## src/rtl/prg_chr_loader.sv

```systemverilog
// ROM image loader: holds the CPU in reset, streams bytes into PRG then CHR,
// and passes the CPU/PPU buses straight through to the cart when idle.
module prg_chr_loader #(
    parameter int PRG_BITS       = 15,
    parameter int CHR_BITS       = 13,
    parameter int HOLD_CYCLES    = 16,
    parameter int RELEASE_CYCLES = 16,
    parameter int TIMEOUT_CYCLES = 1 << 24
) (
    input  logic                clk_25,
    input  logic                rst,
    input  logic                start_in,
    input  logic [7:0]          byte_in,
    input  logic                byte_valid_in,
    output logic                byte_ready_out,
    input  logic [PRG_BITS-1:0] cpu_a_in,
    input  logic [7:0]          cpu_d_in,
    input  logic                cpu_r_nw_in,
    input  logic                cpu_prg_nce_in,
    input  logic [CHR_BITS-1:0] ppu_a_in,
    input  logic [7:0]          ppu_d_in,
    input  logic                ppu_r_nw_in,
    output logic [PRG_BITS-1:0] prg_a_out,
    output logic [7:0]          prg_d_out,
    output logic                prg_r_nw_out,
    output logic                prg_nce_out,
    output logic [CHR_BITS-1:0] chr_a_out,
    output logic [7:0]          chr_d_out,
    output logic                chr_r_nw_out,
    output logic                cpu_hold_out,
    output logic                busy_out,
    output logic                done_out,
    output logic                err_out,
    output logic [7:0]          checksum_out
);

    localparam int AW      = (PRG_BITS > CHR_BITS) ? PRG_BITS : CHR_BITS;
    localparam int HR_MAX  = (HOLD_CYCLES > RELEASE_CYCLES) ? HOLD_CYCLES : RELEASE_CYCLES;
    localparam int TMR_MAX = (HR_MAX > TIMEOUT_CYCLES) ? HR_MAX : TIMEOUT_CYCLES;
    localparam int TW      = $clog2(TMR_MAX + 1);

    localparam logic [AW-1:0] PRG_LAST = AW'((64'd1 << PRG_BITS) - 64'd1);
    localparam logic [AW-1:0] CHR_LAST = AW'((64'd1 << CHR_BITS) - 64'd1);
    localparam logic [TW-1:0] HOLD_END = TW'(HOLD_CYCLES);
    localparam logic [TW-1:0] REL_END  = TW'(RELEASE_CYCLES);
    localparam logic [TW-1:0] TO_END   = TW'(TIMEOUT_CYCLES - 1);

    localparam logic [2:0] S_IDLE     = 3'd0;
    localparam logic [2:0] S_HOLD     = 3'd1;
    localparam logic [2:0] S_LOAD_PRG = 3'd2;
    localparam logic [2:0] S_LOAD_CHR = 3'd3;
    localparam logic [2:0] S_RELEASE  = 3'd4;

    logic [2:0]    state_q,   state_d;
    logic [AW-1:0] cnt_q,     cnt_d;
    logic [TW-1:0] tmr_q,     tmr_d;
    logic          wr_q,      wr_d;
    logic          wr_prg_q,  wr_prg_d;
    logic [AW-1:0] wr_addr_q, wr_addr_d;
    logic [7:0]    wr_data_q, wr_data_d;
    logic [7:0]    sum_q,     sum_d;
    logic          err_q,     err_d;
    logic          done_q,    done_d;

    logic idle, loading, ready, accept, wr_prg, wr_chr;

    assign idle    = (state_q == S_IDLE);
    assign loading = (state_q == S_LOAD_PRG) || (state_q == S_LOAD_CHR);
    assign ready   = loading && !wr_q;
    assign accept  = ready && byte_valid_in;

    // tmr_q is shared: hold/release length in those states, idle gap while loading
    always_comb begin
        state_d   = state_q;
        cnt_d     = cnt_q;
        tmr_d     = tmr_q;
        wr_d      = 1'b0;
        wr_prg_d  = wr_prg_q;
        wr_addr_d = wr_addr_q;
        wr_data_d = wr_data_q;
        sum_d     = sum_q;
        err_d     = err_q;
        done_d    = 1'b0;
        case (state_q)
            S_IDLE: begin
                if (start_in) begin
                    state_d = S_HOLD;
                    cnt_d   = '0;
                    sum_d   = '0;
                    err_d   = 1'b0;
                    tmr_d   = '0;
                end
            end
            S_HOLD: begin
                if (tmr_q == HOLD_END) begin
                    state_d = S_LOAD_PRG;
                    tmr_d   = '0;
                end else begin
                    tmr_d = tmr_q + TW'(1);
                end
            end
            S_LOAD_PRG, S_LOAD_CHR: begin
                if (accept) begin
                    wr_d      = 1'b1;
                    wr_prg_d  = (state_q == S_LOAD_PRG);
                    wr_addr_d = cnt_q;
                    wr_data_d = byte_in;
                    sum_d     = sum_q + byte_in;
                    tmr_d     = '0;
                    if (state_q == S_LOAD_PRG && cnt_q == PRG_LAST) begin
                        cnt_d   = '0;
                        state_d = S_LOAD_CHR;
                    end else if (state_q == S_LOAD_CHR && cnt_q == CHR_LAST) begin
                        cnt_d   = '0;
                        state_d = S_RELEASE;
                    end else begin
                        cnt_d = cnt_q + AW'(1);
                    end
                end else if (tmr_q == TO_END) begin
                    err_d   = 1'b1;
                    state_d = S_RELEASE;
                    tmr_d   = '0;
                end else begin
                    tmr_d = tmr_q + TW'(1);
                end
            end
            S_RELEASE: begin
                if (tmr_q == REL_END) begin
                    state_d = S_IDLE;
                    done_d  = !err_q;
                    tmr_d   = '0;
                end else begin
                    tmr_d = tmr_q + TW'(1);
                end
            end
            default: state_d = S_IDLE;
        endcase
    end

    always_ff @(posedge clk_25 or posedge rst) begin
        if (rst) begin
            state_q   <= S_IDLE;
            cnt_q     <= '0;
            tmr_q     <= '0;
            wr_q      <= 1'b0;
            wr_prg_q  <= 1'b0;
            wr_addr_q <= '0;
            wr_data_q <= '0;
            sum_q     <= '0;
            err_q     <= 1'b0;
            done_q    <= 1'b0;
        end else begin
            state_q   <= state_d;
            cnt_q     <= cnt_d;
            tmr_q     <= tmr_d;
            wr_q      <= wr_d;
            wr_prg_q  <= wr_prg_d;
            wr_addr_q <= wr_addr_d;
            wr_data_q <= wr_data_d;
            sum_q     <= sum_d;
            err_q     <= err_d;
            done_q    <= done_d;
        end
    end

    // The write cycle can straddle a state change, so strobes follow wr_q, not state
    assign wr_prg = wr_q && wr_prg_q;
    assign wr_chr = wr_q && !wr_prg_q;

    assign prg_a_out    = idle ? cpu_a_in       : wr_addr_q[PRG_BITS-1:0];
    assign prg_d_out    = idle ? cpu_d_in       : wr_data_q;
    assign prg_r_nw_out = idle ? cpu_r_nw_in    : !wr_prg;
    assign prg_nce_out  = idle ? cpu_prg_nce_in : !wr_prg;
    assign chr_a_out    = idle ? ppu_a_in       : wr_addr_q[CHR_BITS-1:0];
    assign chr_d_out    = idle ? ppu_d_in       : wr_data_q;
    assign chr_r_nw_out = idle ? ppu_r_nw_in    : !wr_chr;

    assign byte_ready_out = ready;
    assign cpu_hold_out   = !idle;
    assign busy_out       = !idle;
    assign done_out       = done_q;
    assign err_out        = err_q;
    assign checksum_out   = sum_q;

endmodule
```

## config.mk

```make
export PLATFORM = sky130hd
export DESIGN_NAME = prg_chr_loader
export DESIGN_NICKNAME = d
export VERILOG_FILES = /design/src/rtl/prg_chr_loader.sv
export SDC_FILE = /design/constraint.sdc
export NUM_CORES = 1
export LEC_CHECK = 0
export CAP_MARGIN = 20
export CORE_MARGIN = 4
export CORE_UTILIZATION = 45
export DETAILED_ROUTE_END_ITERATION = 7
export PLACE_DENSITY = 0.82
export SETUP_SLACK_MARGIN = 0.5
export SLEW_MARGIN = 25
export SYNTH_ARGS = -nofsm -noshare
export SYNTH_HDL_FRONTEND = slang
export SYNTH_SLANG_ARGS = --single-unit
```

## constraint.sdc

```tcl
create_clock -name clk_25 -period 4.1 [get_ports clk_25]
set_input_delay 0.615 -clock clk_25 [delete_from_list [all_inputs] [get_ports clk_25]]
set_output_delay 0.615 -clock clk_25 [all_outputs]
set_load 0.02 [all_outputs]
```

==> flow_metrics.tcl <==
set metrics [dict create \
    post-place-cells 726 \
    syn_area_um2 4395 \
    synth_edf_count 0 \
    ant_nets 0 \
    first_pass_iters 4 \
    cp_cell_sequence "nor3_2 > inv_1 > nand2_1 > nand2_1 > clkdlybuf4s50_1" \
    grt_pass1_wl_mm 18.20 \
    crit_type "reg -> out" \
    fin_hold_ws_ns 0.5107 \
    cp.buffers_inverters 2 \
    crit_top_cell "nand2_1" \
    mostFrequentLayoutCells "nand2_1 (133), clkdlybuf4s50_1 (118), dfrtp_1 (78)" \
    grt_max_degree 55 \
    finClkSkew_ns 0.01096 \
    cp_slowest_cell "inv_1" \
    grt_pass1_vias 3730 \
    num_io_pins 119 \
    drt_wl_total_mm 10.95 \
    avgSynthCellArea_um2 8.880 \
    cts.repair.resized 0 \
    synth_seq_area_share_pct 44.41 \
    vias_per_cell 5.212 \
    fin_crit_sh_pct 80.25 \
    path_delay_family "buffers and inverters" \
    clock_path_buffers 2 \
    drive_above_1_share_pct 9.493 \
    pre_cts_ws_ns 1.169 \
    die_w_um 106.8 \
    p_per_area_nw_per_um2 646.6 \
    synth_warnings 0 \
    root_buffer "clkbuf_8" \
    rsz0062_at_grt "no" \
    async_flop_share_pct 100.0 \
    maxCapViolCount 0 \
    p_leak_nw 2.700 \
    cp-end-kind "primary output" \
    synthFlopType "dfrtp_1" \
    synth_nets 565 \
    gp_congestion 0.8588 \
    tns_ns 0 \
    status "finished clean" \
    clk_pin_slew_ns 0.08 \
    relSlewSlack_pct 34.85 \
    cts_setup_buffers 0 \
    slew_viol_final 0 \
    nNetsFinal 678 \
    dp_hpwl_mm 8.175 \
    syn_inst 495 \
    worst_pin_slew_ns 0.9761 \
    setup_ws_ns 0.8098 \
    critical_path_arrival_ns 2.68 \
    setup_viol 0 \
    worst-path-max-fanout 31 \
    finalHoldViolations 0 \
    antenna_found_initial 0 \
    vdd_drop_max_mv 0.3711 \
    clock_latency_ns 0.35 \
    grt_usage_pct 19.67 \
    hold_buffers 0 \
    start_kind "flip-flop" \
    fin_crit_ns 3.290 \
    final_core_util_pct 62.82 \
    grt_overflow 0 \
    die_h_um 106.8 \
    core_region_area_um2 9371 \
    initial_utilization_pct 46.90 \
    syn2layout_area_growth_pct 33.93 \
    stdcell_count 740 \
    worstPathRequired_ns 3.48 \
    num_rows 35 \
    n_antenna_cell 0 \
    synth_cell_types 53 \
    wl_per_cell_um 14.79 \
    cts_buffers 9 \
    htreeDepth 3 \
    final_common_cell "nand2_1" \
    crit_path_max_incr_delay_ns 0.71 \
    clkSinkCount 78 \
    vias 3857 \
    ys_ff_latch 78 \
    drt_iter0_markers 193 \
    fmax_mhz 303.9 \
    hold_path_class "reg -> reg" \
    dieArea_um2 11410 \
    drcViolationCount 0 \
    port_buffers 118 \
    cts_tree "yes" \
]
[worst paths after layout]
kind,from,end,slack [ns],depth (start not counted)
hold reg to reg,wr_addr_q[5],wr_addr_q[5],0.51,1
max in group asynchronous,rst,err_out,2.72,3
setup / recovery,state_q[0],chr_a_out[12],0.81,5
min in group asynchronous,rst,wr_addr_q[9],0.72,2
setup reg to reg,tmr_q[0],state_q[1],1.70,8
hold / removal,wr_addr_q[5],wr_addr_q[5],0.51,1
[synth_stat cells, types with 2 or more instances]
master,count,area (um2)
a21o_1,2,15.01
a21oi_1,14,70.07
a22o_1,7,61.31
a31oi_1,3,18.77
and3_1,2,12.51
and4_1,4,35.03
buf_1,2,7.510
buf_2,6,30.03
buf_6,2,22.52
clkbuf_1,9,33.78
dfrtp_1,78,1952
ha_1,10,125.1
inv_1,13,48.80
mux2_2,26,292.8
nand2_1,133,499.2
nand2b_1,4,25.02
nand3_1,19,95.09
nand3b_1,2,15.01
nand4_1,12,75.07
nor2_1,49,183.9
nor2_2,3,18.77
nor2b_1,4,25.02
nor3_1,9,45.04
nor4_1,7,43.79
nor4b_1,2,17.52
o21a_1,3,22.52
o21ai_0,6,30.03
o21bai_1,2,15.01
o22ai_1,2,12.51
or3_1,2,12.51
xnor2_1,15,131.4
xor2_1,22,192.7
[flip-flops by register name, indices dropped and copies added (netlist names)]
register,count
state_q,3
checksum_out,8
done_out,1
err_out,1
wr_addr_q,15
tmr_q,25
wr_q,1
wr_data_q,8
cnt_q,15
wr_prg_q,1
[layer usage]
metal | routed length, um | vias to the layer above | share of wire (%) | global-route usage, %
li1 | - | 1904 | - | -
met1 | 4886 | 1863 | 45 | 25.76
met2 | 5440 | 81 | 50 | 33.36
met3 | 503 | 9 | 4.6 | 2.890
met4 | 116 | 0 | 1.1 | 6.758
met5 | 0 | - | 0 | 0
[logic make-up (layout without fill, tap and decap cells)]
family,Yosys count,count (layout),synth area share [%]
buffers and inverters,33,149,3.416
AOI/OAI and AO/OA,48,48,7.373
and+or+nand+nor,262,262,27.47
muxes,26,26,6.661
xor gates and xnor gates,37,37,7.373
DFF,78,78,44.41
adders and majority gates,11,11,3.302
[area by class of cell]
cell class                      instances  area, um2
Clock buffer                           10      137.6
Fill cell                             783       3485
Tap cell                              129      161.4
Clock inverter                          4      72.57
Timing Repair Buffer                  122       1211
Sequential cell                        78       1952
Inverter                               13      51.30
Multi-Input combinational cell        384       2301
[per-stage QoR]
step	power [mW]	area, um2
after floorplan	2.361	4395
after global placement	3.143	5674
after detailed placement	3.202	5677
after CTS	3.840	5887
after global routing	4.052	5887
final	3.806	5887
[report_power, final]
part	internal [mW]	total [mW]	switching, mW	leakage (nW)
Combinational	0.932	2.13	1.20	1.54
Sequential	0.906	1.05	0.147	1.05
Clock	0.352	0.622	0.270	0.104
Total	2.19	3.81	1.62	2.70
[worst reg2reg max path: stages (launching register included)]
cell and delay [ns]:
dfrtp_1 0.43, inv_1 0.08, ha_1 0.16, nor4b_1 0.27, nand4_1 0.17, o21ai_1 0.27, o31ai_2 0.23, nor3_2 0.31
mux2_2 0.37
Power figures use the tool's default switching activity.
